==> src/rtl/sdram_port_arbiter_if.sv <==
// Avalon-MM bus bundle shared by the requesters and the SDRAM controller side.
// The master modport drives commands and the slave modport answers them.
interface sdram_port_arbiter_if #(
  parameter int ADDRESSWIDTH = 28,
  parameter int DATAWIDTH    = 32
);
  logic [ADDRESSWIDTH-1:0] address;
  logic                    read;
  logic                    write;
  logic [DATAWIDTH-1:0]    writedata;
  logic [DATAWIDTH/8-1:0]  byteenable;
  logic                    waitrequest;
  logic [DATAWIDTH-1:0]    readdata;
  logic                    readdatavalid;

  modport master (
    output address, read, write, writedata, byteenable,
    input  waitrequest, readdata, readdatavalid
  );

  modport slave (
    input  address, read, write, writedata, byteenable,
    output waitrequest, readdata, readdatavalid
  );
endinterface

==> src/rtl/sdram_port_arbiter.sv <==
// Two-port Avalon-MM arbiter for the SDRAM controller: port 0 has fixed priority,
// port 1 is protected by a starvation guard, and stuck reads are completed by a timeout.
module sdram_port_arbiter #(
  parameter int ADDRESSWIDTH = 28,
  parameter int DATAWIDTH    = 32,
  parameter int MAX_WAIT     = 4,
  parameter int RD_TIMEOUT   = 255
) (
  input  logic                 clk,
  input  logic                 reset,
  sdram_port_arbiter_if.slave  s0,
  sdram_port_arbiter_if.slave  s1,
  sdram_port_arbiter_if.master m,
  output logic [1:0]           grant,
  output logic                 timeout_flag
);

  localparam int SW = $clog2(MAX_WAIT + 1);
  localparam int TW = $clog2(RD_TIMEOUT + 1);
  localparam logic [SW-1:0] STARVE_MAX = SW'(MAX_WAIT);
  localparam logic [TW-1:0] TIMER_MAX  = TW'(RD_TIMEOUT);
  localparam logic [DATAWIDTH-1:0] TIMEOUT_DATA = DATAWIDTH'(32'hDEAD_BEEF);

  typedef enum logic [1:0] {
    IDLE    = 2'd0,
    ISSUE   = 2'd1,
    RD_WAIT = 2'd2
  } state_t;

  state_t                  state_r;
  state_t                  nxt_state_s;
  logic [1:0]              grant_r;
  logic [1:0]              pick_s;
  logic [SW-1:0]           starve_cnt_r;
  logic [TW-1:0]           timer_r;
  logic                    timeout_flag_r;
  logic                    req0_s;
  logic                    req1_s;
  logic                    sel_read_s;
  logic                    sel_write_s;
  logic [ADDRESSWIDTH-1:0] sel_address_s;
  logic [DATAWIDTH-1:0]    sel_writedata_s;
  logic [DATAWIDTH/8-1:0]  sel_byteenable_s;
  logic                    rd_done_s;
  logic                    rd_timeout_s;
  logic [DATAWIDTH-1:0]    rd_data_s;

  // Requests and the granted port's command, muxed on the registered grant
  always_comb begin
    req0_s = s0.read | s0.write;
    req1_s = s1.read | s1.write;
    if (grant_r[1]) begin
      sel_read_s       = s1.read;
      sel_write_s      = s1.write;
      sel_address_s    = s1.address;
      sel_writedata_s  = s1.writedata;
      sel_byteenable_s = s1.byteenable;
    end else begin
      sel_read_s       = s0.read;
      sel_write_s      = s0.write;
      sel_address_s    = s0.address;
      sel_writedata_s  = s0.writedata;
      sel_byteenable_s = s0.byteenable;
    end
  end

  // State register
  always_ff @(posedge clk or posedge reset) begin
    if (reset) begin
      state_r <= IDLE;
    end else begin
      state_r <= nxt_state_s;
    end
  end

  // Arbitration choice, next state and read-completion events
  always_comb begin
    nxt_state_s  = state_r;
    pick_s       = 2'b00;
    rd_done_s    = 1'b0;
    rd_timeout_s = 1'b0;
    case (state_r)
      IDLE: begin
        if (req0_s && req1_s) begin
          if (starve_cnt_r == STARVE_MAX) begin
            pick_s = 2'b10;
          end else begin
            pick_s = 2'b01;
          end
        end else if (req1_s) begin
          pick_s = 2'b10;
        end else if (req0_s) begin
          pick_s = 2'b01;
        end else begin
          pick_s = 2'b00;
        end
        if (req0_s || req1_s) begin
          nxt_state_s = ISSUE;
        end else begin
          nxt_state_s = IDLE;
        end
      end
      ISSUE: begin
        if (!m.waitrequest) begin
          // a read+write request is a read, so it must wait for data
          if (sel_read_s) begin
            nxt_state_s = RD_WAIT;
          end else begin
            nxt_state_s = IDLE;
          end
        end else begin
          nxt_state_s = ISSUE;
        end
      end
      RD_WAIT: begin
        if (m.readdatavalid) begin
          rd_done_s   = 1'b1;
          nxt_state_s = IDLE;
        end else if (timer_r == TIMER_MAX) begin
          rd_done_s    = 1'b1;
          rd_timeout_s = 1'b1;
          nxt_state_s  = IDLE;
        end else begin
          nxt_state_s = RD_WAIT;
        end
      end
      default: begin
        nxt_state_s = IDLE;
      end
    endcase
  end

  // Bus outputs: controller command in ISSUE, read return in RD_WAIT
  always_comb begin
    m.address        = '0;
    m.read           = 1'b0;
    m.write          = 1'b0;
    m.writedata      = '0;
    m.byteenable     = '0;
    s0.waitrequest   = 1'b1;
    s1.waitrequest   = 1'b1;
    s0.readdata      = '0;
    s1.readdata      = '0;
    s0.readdatavalid = 1'b0;
    s1.readdatavalid = 1'b0;
    if (rd_timeout_s && !m.readdatavalid) begin
      rd_data_s = TIMEOUT_DATA;
    end else begin
      rd_data_s = m.readdata;
    end
    case (state_r)
      ISSUE: begin
        m.address    = sel_address_s;
        m.writedata  = sel_writedata_s;
        m.byteenable = sel_byteenable_s;
        m.read       = sel_read_s;
        m.write      = sel_write_s & ~sel_read_s;
        if (grant_r[1]) begin
          s1.waitrequest = m.waitrequest;
        end else begin
          s0.waitrequest = m.waitrequest;
        end
      end
      RD_WAIT: begin
        if (grant_r[1]) begin
          s1.readdata      = rd_data_s;
          s1.readdatavalid = rd_done_s;
        end else begin
          s0.readdata      = rd_data_s;
          s0.readdatavalid = rd_done_s;
        end
      end
      default: begin
        m.read = 1'b0;
      end
    endcase
  end

  // Grant owner, starvation count, read timer and sticky timeout flag
  always_ff @(posedge clk or posedge reset) begin
    if (reset) begin
      grant_r        <= 2'b00;
      starve_cnt_r   <= '0;
      timer_r        <= '0;
      timeout_flag_r <= 1'b0;
    end else begin
      if (state_r == RD_WAIT && nxt_state_s == RD_WAIT) begin
        timer_r <= timer_r + TW'(1);
      end else begin
        timer_r <= '0;
      end

      if (nxt_state_s == IDLE) begin
        grant_r <= 2'b00;
      end else if (state_r == IDLE) begin
        grant_r <= pick_s;
      end else begin
        grant_r <= grant_r;
      end

      // only port 0 wins over a waiting port 1 count toward starvation
      if (state_r == IDLE && pick_s == 2'b10) begin
        starve_cnt_r <= '0;
      end else if (state_r == IDLE && pick_s == 2'b01 && req1_s &&
                   starve_cnt_r != STARVE_MAX) begin
        starve_cnt_r <= starve_cnt_r + SW'(1);
      end else begin
        starve_cnt_r <= starve_cnt_r;
      end

      if (rd_timeout_s) begin
        timeout_flag_r <= 1'b1;
      end else begin
        timeout_flag_r <= timeout_flag_r;
      end
    end
  end

  assign grant        = grant_r;
  assign timeout_flag = timeout_flag_r;

endmodule
==> src/flat_wrapper.sv <==
// flat-port wrapper written by rule: the top's interface ports become plain ports
module sdram_port_arbiter_flat 
#(
  parameter int ADDRESSWIDTH = 28,
  parameter int DATAWIDTH    = 32,
  parameter int MAX_WAIT     = 4,
  parameter int RD_TIMEOUT   = 255
)
  (clk, reset, grant, timeout_flag, s0_address, s0_read, s0_write, s0_writedata, s0_byteenable, s0_waitrequest, s0_readdata, s0_readdatavalid, s1_address, s1_read, s1_write, s1_writedata, s1_byteenable, s1_waitrequest, s1_readdata, s1_readdatavalid, m_address, m_read, m_write, m_writedata, m_byteenable, m_waitrequest, m_readdata, m_readdatavalid);
  sdram_port_arbiter_if #(.ADDRESSWIDTH(ADDRESSWIDTH), .DATAWIDTH(DATAWIDTH)) s0_i ();
  sdram_port_arbiter_if #(.ADDRESSWIDTH(ADDRESSWIDTH), .DATAWIDTH(DATAWIDTH)) s1_i ();
  sdram_port_arbiter_if #(.ADDRESSWIDTH(ADDRESSWIDTH), .DATAWIDTH(DATAWIDTH)) m_i ();
  input  logic clk;
  input  logic reset;
  output logic [1:0] grant;
  output logic timeout_flag;
  input wire logic [$bits(s0_i.address)-1:0] s0_address;
  input wire logic [$bits(s0_i.read)-1:0] s0_read;
  input wire logic [$bits(s0_i.write)-1:0] s0_write;
  input wire logic [$bits(s0_i.writedata)-1:0] s0_writedata;
  input wire logic [$bits(s0_i.byteenable)-1:0] s0_byteenable;
  output wire logic [$bits(s0_i.waitrequest)-1:0] s0_waitrequest;
  output wire logic [$bits(s0_i.readdata)-1:0] s0_readdata;
  output wire logic [$bits(s0_i.readdatavalid)-1:0] s0_readdatavalid;
  input wire logic [$bits(s1_i.address)-1:0] s1_address;
  input wire logic [$bits(s1_i.read)-1:0] s1_read;
  input wire logic [$bits(s1_i.write)-1:0] s1_write;
  input wire logic [$bits(s1_i.writedata)-1:0] s1_writedata;
  input wire logic [$bits(s1_i.byteenable)-1:0] s1_byteenable;
  output wire logic [$bits(s1_i.waitrequest)-1:0] s1_waitrequest;
  output wire logic [$bits(s1_i.readdata)-1:0] s1_readdata;
  output wire logic [$bits(s1_i.readdatavalid)-1:0] s1_readdatavalid;
  output wire logic [$bits(m_i.address)-1:0] m_address;
  output wire logic [$bits(m_i.read)-1:0] m_read;
  output wire logic [$bits(m_i.write)-1:0] m_write;
  output wire logic [$bits(m_i.writedata)-1:0] m_writedata;
  output wire logic [$bits(m_i.byteenable)-1:0] m_byteenable;
  input wire logic [$bits(m_i.waitrequest)-1:0] m_waitrequest;
  input wire logic [$bits(m_i.readdata)-1:0] m_readdata;
  input wire logic [$bits(m_i.readdatavalid)-1:0] m_readdatavalid;
  assign s0_i.address = s0_address;
  assign s0_i.read = s0_read;
  assign s0_i.write = s0_write;
  assign s0_i.writedata = s0_writedata;
  assign s0_i.byteenable = s0_byteenable;
  assign s0_waitrequest = s0_i.waitrequest;
  assign s0_readdata = s0_i.readdata;
  assign s0_readdatavalid = s0_i.readdatavalid;
  assign s1_i.address = s1_address;
  assign s1_i.read = s1_read;
  assign s1_i.write = s1_write;
  assign s1_i.writedata = s1_writedata;
  assign s1_i.byteenable = s1_byteenable;
  assign s1_waitrequest = s1_i.waitrequest;
  assign s1_readdata = s1_i.readdata;
  assign s1_readdatavalid = s1_i.readdatavalid;
  assign m_address = m_i.address;
  assign m_read = m_i.read;
  assign m_write = m_i.write;
  assign m_writedata = m_i.writedata;
  assign m_byteenable = m_i.byteenable;
  assign m_i.waitrequest = m_waitrequest;
  assign m_i.readdata = m_readdata;
  assign m_i.readdatavalid = m_readdatavalid;
  sdram_port_arbiter #(.ADDRESSWIDTH(ADDRESSWIDTH), .DATAWIDTH(DATAWIDTH), .MAX_WAIT(MAX_WAIT), .RD_TIMEOUT(RD_TIMEOUT)) u_core (.clk(clk), .reset(reset), .s0(s0_i), .s1(s1_i), .m(m_i), .grant(grant), .timeout_flag(timeout_flag));
endmodule
==> config.mk <==
export PLATFORM = sky130hd
export DESIGN_NAME = sdram_port_arbiter_flat
export DESIGN_NICKNAME = d
export VERILOG_FILES = /design/src/rtl/sdram_port_arbiter_if.sv /design/src/rtl/sdram_port_arbiter.sv /design/src/flat_wrapper.sv
export SDC_FILE = /design/constraint.sdc
export NUM_CORES = 1
export LEC_CHECK = 0
export CORE_AREA = 2 2 117 119
export CTS_CLUSTER_SIZE = 10
export DETAILED_ROUTE_END_ITERATION = 10
export DIE_AREA = 0 0 119 121
export SYNTH_ARGS = -nofsm -noshare
export SYNTH_HDL_FRONTEND = slang
export SYNTH_SLANG_ARGS = --single-unit
==> constraint.sdc <==
create_clock -name clk -period 6.7 [get_ports clk]
set_clock_uncertainty 0.05 [all_clocks]
set_input_delay 1.675 -clock clk [delete_from_list [all_inputs] [get_ports clk]]
set_output_delay 1.675 -clock clk [all_outputs]
set_load 0.05 [all_outputs]
==> impl_results.md, run 1 <==
- CP endpoint: s0_readdata[1]
- Largest net degree at the start of global routing: 70
- Met2 wire len: about 6.3 mm
- Clock sinks: 16
- Crit path from: m_readdatavalid
- Bufs on Longest Clock Path: 2
- Initial Util: between 10% and 20%
- # IOs: a little over 300
- FFs w/ async S/R, synth: between 90% and 100%
- Cells after DPL: ~770
- Max_cap viols: 0
- Fin cells: 773
- Nets: approximately 770
- Crit. End Element: output port
- Post-DP Area: between 5000 and 6000 µm²
- Die Y: approximately 120 µm
- Sequential area share after synthesis: between 10% and 20%
- Input/output buffers: roughly 300
- Chip width: between 100 and 150 µm
- Post-Synthesis Cells: ~320
- Most common cell after layout, fill and taps aside: clkdlybuf4s50_1
- Reg2Reg Capture Point: u_core.grant[1]
- WL/cell: around 16 µm
- TritonCTS Buffers: 3
- Clk_lat worst skew: 0.25 ns
- GRT Util Overall: roughly 16%
- Fmax: approximately 170 MHz
- Worst-Margin Slew: ~1.2 ns
- Post-layout util: a little over two fifths
- Top Metal Used: met4
- Number of global-route vias before repair: ~3300
- RR Startpoint: u_core.state_r[1]
- Slowest stage delay, CP: between 0.8 and 0.9 ns
- Crit path time final: around 5.8 ns
- Cell depth of the worst flop-to-flop path: 4
- RD Place Congestion: 0.855
- Detailed Route Iter0 Violations: 68
- Outcome: completed
- Finished Cell Area: between 5000 and 6000 µm²
- Final period util: 87.2%
- Unrepaired setup endpoints after global routing: no
- Worst path slowest cell: clkdlybuf4s50_1
- Ys flop type: dfrtp_1
- Drt drc: 0
- Syn-to-layout area delta: 136%
- Synth warn: 0
- Post-synth EDFFs: 0
- Worst EP required: approximately 5 ns
- Count of final setup violators: 0
- Mapped Avg Cell Area: around 7.5 µm²
- CP startpoint kind: input port
- CP most frequent cell: clkdlybuf4s50_1
- Arrival @ worst endpoint: approximately 4.1 ns
- CP Class: in -> out
- Syn_nets: 489
- Detail Route Antenna Nets: 0
- Peak supply drop: around 0.15 mV
- Mapped Area: ~2400 µm²
- CTS Root Cell: clkbuf_16
- Yosys cell types: 37
- Vias: about 3300
- Power Dens Cells: 257 nW/µm²
- CORE AREA: 13100 µm²
- CP Cell Sequence: clkdlybuf4s50_1 -> or3b_4 -> nor3_4 -> buf_4 -> o21a_1 -> clkdlybuf4s50_1
- Met3 wire len: around 1.3 mm
- N_diodes: 0
- Setup TNS: 0 ns
- Leakage power: ~2.1 nW
- Row Count: 42
- Fin. Hold Viols: 0
- Count of pins over their slew limit: 0
- #FFs+latches synth: 16
- Initial antenna violation count: 0
- Most frequent cells in the layout: clkdlybuf4s50_1, nor2_1, mux2i_1, o21a_1, and3_1
- Post-CTS Setup Repair Bufs: 0
- DR pass1 iterations: 4
- HPWL Detailed: 10.3 mm
- Routed WL: between 10 and 15 mm
- Crit Path Max Fanout: between 40 and 50
- Clock slew at reported path FFs: ~0.050 ns
- Hold Crit Class: reg -> reg
- Share of layout cells above drive strength 1: 2.35%
- Post-CTS Hold Fix Bufs: 0
- R2r setup slk: between 4 and 5 ns
- CTS tree: yes
- Die area: approximately 14000 µm²
- Post-CTS sizing: 0
- First-pass GRT wire length: about 19 mm
- H-tree levels: 1
- Grt ovf: 0
- Via density: roughly 4.3
- Slew margin rel.: 21.4%
- Met1 wire length: 4.83 mm
power breakdown:
part,leakage (nW),switching [mW],total (mW),internal (mW)
clock,0.0382,0.0370,0.118,0.0807
combinational,1.81,0.751,1.18,0.431
sequential,0.214,0.0267,0.141,0.114
total,2.07,0.815,1.44,0.625
critical path, delay by kind of cell:
family / cells / cell delay [ns]
compound gates: 1 / 0.18
buf+inv: 3 / 1.65
simple gates: 2 / 0.59
routing by layer:
layer / vias to the layer above / track usage, %
met3: 9 / 5.78
met5: - / 0
met2: 187 / 29.3
li1: 1666 / -
met4: 0 / 3.05
met1: 1480 / 18.6
logic make-up after synthesis:
group / after synthesis / share of synthesized area [%]
AO/OA/AOI/OAI: 69 / 21.5
multiplexers: 65 / 27.4
flip-flops: 16 / 16.8
adder cells (fa/ha/maj): 3 / 1.58
buffers and inverters: 41 / 7.73
XOR/XNOR: 3 / 1.10
AND/OR/NAND/NOR: 121 / 23.9
registers in the layout, summed over array words and instances (netlist names):
register             count
u_core.timeout_flag      1
u_core.state_r           2
u_core.starve_cnt_r      3
u_core.grant             2
u_core.timer_r           8
final cells by class:
type	count	area, µm²
fill	1303	7480
multi-input combinational	261	1810
sequential	16	404
timing repair buffer	307	3070
tap	176	220
clock buffer	4	78.8
inverter	9	33.8
Yosys cell counts, types with 2 or more instances:
library cell  instances  area, µm²
buf_2                 6       30.0
a21oi_1               3       15.0
nor2b_1               4       25.0
ha_1                  3       37.5
o21ai_0               6       30.0
o2bb2ai_1             2       17.5
nor3_1                2       10.0
and3_1               16        100
a32oi_1               3       26.3
nand2_1               4       15.0
dfrtp_1              16        400
nand2b_1              2       12.5
clkbuf_1             20       75.1
buf_1                 3       11.3
or3_1                 5       31.3
inv_1                 9       33.8
mux2i_1              65        651
xor2_1                2       17.5
o221ai_1              2       17.5
o21a_1               48        360
buf_6                 3       33.8
nor2_1               75        282
nand3_1               5       25.0
worst min-delay path by stage:
stage,start,end,cells past startpoint
2_1_floorplan,u_core.timer_r[0],u_core.timer_r[0],1
3_3_place_gp,u_core.timeout_flag,u_core.timeout_flag,1
3_5_place_dp,u_core.timeout_flag,u_core.timeout_flag,1
4_1_cts,u_core.timeout_flag,u_core.timeout_flag,1
5_1_grt,u_core.timeout_flag,u_core.timeout_flag,1
6_report,u_core.timeout_flag,u_core.timeout_flag,1
per-stage QoR:
stage	hold slack, ns	setup slack (ns)	total power [mW]
floorplan	0.426	1.88	0.902
global placement	0.398	0.871	1.33
detailed placement	0.407	0.855	1.33
CTS	0.418	0.847	1.45
global route	0.427	0.780	1.51
finish	0.416	0.858	1.44
Note: power is estimated with default switching activity, not from simulation.
==> run 2: changes to the inputs <==
- CTS_CLUSTER_DIAMETER: not set -> 80
==> results of run 2 <==
The final DEF is identical to that of run 1; final timing and power are the same.
